==> src/rtl/uart_tx.sv <==
// uart_tx: 8N1 UART transmitter with a byte FIFO in front of the LSB-first serialiser.
// Latency: a byte pushed into an empty FIFO while idle puts the start bit on the line one edge later; frame = 10*DIV cycles.
// Backpressure: ready_o low only while the FIFO is full; a pop on the same edge does not let a push through.
// Ports: clk_i / rst_ni        clock, asynchronous active-low reset
//        data_i/valid_i/ready_o byte input handshake (push on valid_i && ready_o)
//        serial_out             registered TX line, idle high
//        busy_o                 frame on the line or FIFO non-empty
//        count_o                FIFO occupancy, 0..2**DEPTH_LOG2
module uart_tx #(
  parameter int CLKFREQ    = 50000000,
  parameter int BAUD       = 9600,
  parameter int DEPTH_LOG2 = 2
) (
  input  logic                  clk_i,
  input  logic                  rst_ni,
  input  logic [7:0]            data_i,
  input  logic                  valid_i,
  output logic                  ready_o,
  output logic                  serial_out,
  output logic                  busy_o,
  output logic [DEPTH_LOG2:0]   count_o
);

  localparam int DIV   = CLKFREQ / BAUD;
  localparam int DEPTH = 2 ** DEPTH_LOG2;
  localparam int CW    = (DIV > 2) ? $clog2(DIV) : 1;
  localparam int OCW   = DEPTH_LOG2 + 1;

  localparam logic [CW-1:0]  CNT_MAX = CW'(DIV - 1);
  localparam logic [OCW-1:0] FULL    = OCW'(DEPTH);

  if (DIV < 2) begin : g_bad_div
    $error("uart_tx: CLKFREQ/BAUD must be at least 2");
  end

  typedef enum logic [1:0] {IDLE, START, DATA, STOP} state_t;

  // FIFO storage and bookkeeping
  logic [7:0]            r_mem [DEPTH];
  logic [DEPTH_LOG2-1:0] r_wptr;
  logic [DEPTH_LOG2-1:0] r_rptr;
  logic [OCW-1:0]        r_count;
  logic                  w_push;
  logic                  w_pop;
  logic                  w_fifo_ne;
  logic [7:0]            w_head;

  // Serialiser state
  state_t                r_state;
  state_t                w_state_nxt;
  logic [CW-1:0]         r_cnt;
  logic [CW-1:0]         w_cnt_nxt;
  logic [2:0]            r_idx;
  logic [2:0]            w_idx_nxt;
  logic [7:0]            r_shift;
  logic [7:0]            w_shift_nxt;
  logic                  r_serial;
  logic                  w_serial_nxt;
  logic                  w_period_end;

  assign ready_o   = (r_count != FULL);
  assign w_push    = valid_i && ready_o;
  assign w_fifo_ne = (r_count != '0);
  assign w_head    = r_mem[r_rptr];

  always_ff @(posedge clk_i) begin
    if (w_push) begin
      r_mem[r_wptr] <= data_i;
    end
  end

  always_ff @(posedge clk_i or negedge rst_ni) begin
    if (!rst_ni) begin
      r_wptr  <= '0;
      r_rptr  <= '0;
      r_count <= '0;
    end else begin
      if (w_push) r_wptr <= r_wptr + 1'b1;
      if (w_pop)  r_rptr <= r_rptr + 1'b1;
      case ({w_push, w_pop})
        2'b10:   r_count <= r_count + 1'b1;
        2'b01:   r_count <= r_count - 1'b1;
        default: ;
      endcase
    end
  end

  always_ff @(posedge clk_i or negedge rst_ni) begin
    if (!rst_ni) begin
      r_state  <= IDLE;
      r_cnt    <= '0;
      r_idx    <= '0;
      r_shift  <= '0;
      r_serial <= 1'b1;
    end else begin
      r_state  <= w_state_nxt;
      r_cnt    <= w_cnt_nxt;
      r_idx    <= w_idx_nxt;
      r_shift  <= w_shift_nxt;
      r_serial <= w_serial_nxt;
    end
  end

  assign w_period_end = (r_cnt == CNT_MAX);

  always_comb begin
    w_state_nxt  = r_state;
    w_cnt_nxt    = r_cnt + CW'(1);
    w_idx_nxt    = r_idx;
    w_shift_nxt  = r_shift;
    w_serial_nxt = r_serial;
    w_pop        = 1'b0;
    unique case (r_state)
      IDLE: begin
        w_cnt_nxt    = '0;
        w_serial_nxt = 1'b1;
        if (w_fifo_ne) begin
          w_pop        = 1'b1;
          w_shift_nxt  = w_head;
          w_serial_nxt = 1'b0;
          w_state_nxt  = START;
        end
      end
      START: begin
        if (w_period_end) begin
          w_cnt_nxt    = '0;
          w_serial_nxt = r_shift[0];
          w_idx_nxt    = '0;
          w_state_nxt  = DATA;
        end
      end
      DATA: begin
        if (w_period_end) begin
          w_cnt_nxt = '0;
          if (r_idx == 3'd7) begin
            w_serial_nxt = 1'b1;
            w_state_nxt  = STOP;
          end else begin
            // The bit after the shift is the current bit 1.
            w_shift_nxt  = {1'b0, r_shift[7:1]};
            w_serial_nxt = r_shift[1];
            w_idx_nxt    = r_idx + 3'd1;
          end
        end
      end
      STOP: begin
        if (w_period_end) begin
          w_cnt_nxt = '0;
          // Chain straight into the next start bit so queued frames leave no idle gap.
          if (w_fifo_ne) begin
            w_pop        = 1'b1;
            w_shift_nxt  = w_head;
            w_serial_nxt = 1'b0;
            w_state_nxt  = START;
          end else begin
            w_state_nxt  = IDLE;
          end
        end
      end
      default: begin
        w_state_nxt  = IDLE;
        w_serial_nxt = 1'b1;
      end
    endcase
  end

  assign serial_out = r_serial;
  assign busy_o     = (r_state != IDLE) || w_fifo_ne;
  assign count_o    = r_count;

endmodule

==> config.mk <==
export PLATFORM = sky130hd
export DESIGN_NAME = uart_tx
export DESIGN_NICKNAME = d
export VERILOG_FILES = /design/src/rtl/uart_tx.sv
export SDC_FILE = /design/constraint.sdc
export NUM_CORES = 1
export LEC_CHECK = 0
export ABC_AREA = 1
export BUFFER_PORTS_ARGS = -buffer_cell sky130_fd_sc_hd__buf_4
export CAP_MARGIN = 30
export CORE_ASPECT_RATIO = 0.75
export CORE_MARGIN = 2
export CORE_UTILIZATION = 44
export DETAILED_ROUTE_END_ITERATION = 12
export GPL_TIMING_DRIVEN = 1
export SYNTH_ARGS = -nofsm -noshare
export SYNTH_HDL_FRONTEND = slang
export SYNTH_SLANG_ARGS = --single-unit
==> constraint.sdc <==
create_clock -name clk_i -period 4.37 [get_ports clk_i]
set_input_delay 0.874 -clock clk_i [delete_from_list [all_inputs] [get_ports clk_i]]
set_output_delay 0.874 -clock clk_i [all_outputs]
set_load 0.02 [all_outputs]
==> impl_results.md <==
- Initial drt markers: 162
- DP HPWL: 4473 um
- Syn-to-layout area delta: 13.93%
- Later-pin clock latency in the skew report: 340 ps
- Die area: 8078 um2
- Placed cells: 473
- Worst hold path class: reg -> reg
- Post CTS Setup Buffer Count: 0
- CTS Root Cell: clkbuf_8
- Diode count: 0
- Setup crit end kind: register
- Critical-path top delay cell: dfrtp_1
- Critical Path AT: 2610 ps
- Setup TNS: 0 ps
- Filler cells: 695
- Sequential cell area: 1813 um2
- All-Layer GR Usage: 18.34%
- Core Util, Final: 51.09%
- CP bufs+invs: 2
- Synth Register Bits: 66
- Worst hold start: serial_out$_DFFE_PN1P_
- Final worst setup slack: 1975 ps
- Share of cells above drive strength 1: 10.82%
- Relative slew margins: 44.78%
- Max frequency: 417.5 MHz
- RePlAce Congestion: 0.8515
- Largest net degree at the start of global routing: 35
- CTS tree: yes
- Final Hold Fails: 0
- Yosys warns: 0
- # nets final: 408
- CORE AREA: 7229 um2
- Leak: 0.001739 uW
- Via density: 4.746
- Hold-fix buffers, CTS: 0
- Vias in the first global route: 2247
- Initial Util: 44.84%
- I/O Buffers: 16
- Worst path most repeated cell: nand2_1
- RR Startpoint: r_cnt[0]$_DFF_PN0_
- Multi-input gate area: 1241 um2
- Final std cells w/o fill: 489
- Final ANT Viol Nets: 0
- Crit path max fanout: 5
- Die Wd: 103.1 um
- Clock Sinks: 66
- Cell variety after synth: 28
- Clock Tree Buf Depth: 2
- Final setup fails: 0
- Routed len/inst: 13.13 um
- CP Launch Type: register
- Avg Synthesized Cell Area: 8.955 um2
- Status: finished, final reports clean
- Die H: 78.34 um
- Slew Viols, Final: 0
- Finished layout cell area: 3694 um2
- Most frequent cells in the layout: nand2_1 (123), nand3_1 (40), inv_1 (38)
- H-tree Lvls: 3
- Cts bufs inserted: 9
- Final period utilization: 54.82%
- Post-route DRC: 0
- Min cycle time layout: 2395 ps
- Slowest stage delay, CP: 420 ps
- Remaining global-route overflow: 0
- RSZ-0062 raised after global routing: false
- Clock Skew: 4.446 ps
- Mapped cell area: 3242 um2
- DR vias: 2321
- Critical Path, Cell by Cell: ha_1, nand2_1, inv_1, nand2_1, nor2_1, nand3_1, nand2_1, nand2_1, inv_1, ha_1, fa_1, a21oi_1, o21ai_0, xor2_1
- Synth Instances: 362
- Worst Path Required: 4590 ps
- Max-Cap Viols: 0
- Place WS: 1987 ps
- Initial antenna violation count: 0
- CP startpoint: r_cnt[0]$_DFF_PN0_
- Maximum VDD drop: 0.3099 mV
- Rows: 27
- TritonRoute pass-1 iters: 4
- Commonest non-fill, non-tap cell in the layout: nand2_1
- Tightest Pin Transition: 825.3 ps
- Sequential fraction of the synthesis area: 55.92%
- WL final: 6421 um
- Post_cts resized: 0
- CP Class: reg -> reg
- Global-route wire length before repair: 11070 um
- Syn nets: 387
- Reg clk slew, reported paths: 70 ps
- Ports: 17
- CP top delay family: adder cells
- DP Area: 3451 um2
- PD cells: 443.5 nW/um2
-- stage by stage --
stage / hold WS [ps] / power [uW]
floorplan: 441.7 / 939.6
CTS: 471.7 / 1660
global route: 488.2 / 1727
finish: 470.5 / 1638
detailed placement: 457.6 / 1033
global placement: 452.6 / 1029
-- cells by family (layout without fill, tap and decap cells) --
family	Yosys count	after routing	share of synthesized area (%)
xor gates and xnor gates	7	7	1.891
DFF	66	66	55.92
muxes	1	1	0.3473
and+or+nand+nor	212	212	27.60
adders and majority gates	14	14	5.635
buffers and inverters	46	72	5.789
AOI/OAI and AO/OA	16	16	2.817
-- worst reg2reg max path, delay by kind of cell (launching register included) --
kind | cells | cell delay, ps
adder cells (fa/ha/maj) | 3 | 830
AND/OR/NAND/NOR | 6 | 510
flip-flops | 1 | 420
AO/OA/AOI/OAI | 2 | 250
XOR/XNOR | 1 | 150
buffers and inverters | 2 | 120
-- sequential cells by signal, indices dropped and copies added, names as in the netlist --
signal,count
r_cnt,13
serial_out,1
r_rptr,2
r_shift,8
r_state,2
count_o,3
r_wptr,2
r_mem,32
r_idx,3
-- per-layer routing --
| layer | wire length [um] | vias up | GRT usage [%] | share of wire [%] |
|---|---|---|---|---|
| met3 | 235 | 4 | 5.343 | 3.7 |
| met5 | 0 | - | 0 | 0 |
| met1 | 3524 | 1072 | 28.28 | 55 |
| met2 | 2598 | 43 | 24.16 | 40 |
| li1 | - | 1202 | - | - |
| met4 | 62 | 0 | 6.711 | 0.97 |
-- synth_stat cells --
cell type	count	share of area, %
a21oi_1	9	1.4
a21oi_4	1	0.50
buf_2	3	0.46
buf_4	1	0.23
buf_6	1	0.35
clkbuf_1	1	0.12
dfrtp_1	33	25
dfstp_2	1	0.81
edfxtp_1	32	30
fa_1	1	0.62
ha_1	13	5.0
inv_1	38	4.4
inv_2	2	0.23
mux2_2	1	0.35
nand2_1	123	14
nand2_2	1	0.19
nand2_4	1	0.35
nand3_1	40	6.2
nand3_2	1	0.31
nor2_1	32	3.7
nor3_1	10	1.5
nor3_2	2	0.62
o21ai_0	5	0.77
o21ai_1	1	0.15
or2_1	1	0.19
or2_4	1	0.27
xnor2_1	1	0.27
xor2_1	6	1.6
-- layout make-up --
type | count | share of cell area (%)
sequential | 66 | 49.09
multi-input combinational | 250 | 33.60
inverter | 40 | 4.065
clock buffer | 10 | 3.455
tap | 101 | 3.421
timing repair buffer | 16 | 3.252
clock inverter | 6 | 3.117
-- power by group --
part / internal [uW] / switching (uW)
Clock: 381 / 238
Sequential: 743 / 37.4
Combinational: 84.7 / 154
-- final timing paths --
| path | slack [ps] | to | cells after the start |
|---|---|---|---|
| worst min register to register | 470 | serial_out$_DFFE_PN1P_ | 2 |
| min in group asynchronous | 480 | r_cnt[12]$_DFF_PN0_ | 1 |
| max in group asynchronous | 3560 | serial_out$_DFFE_PN1P_ | 1 |
| worst max-delay path | 1970 | count_o[2]$_DFFE_PN0P_ | 14 |
| worst max register to register | 1970 | count_o[2]$_DFFE_PN0P_ | 14 |
| worst min-delay path | 470 | serial_out$_DFFE_PN1P_ | 2 |
No activity file was read; power rests on OpenSTA's default activity.
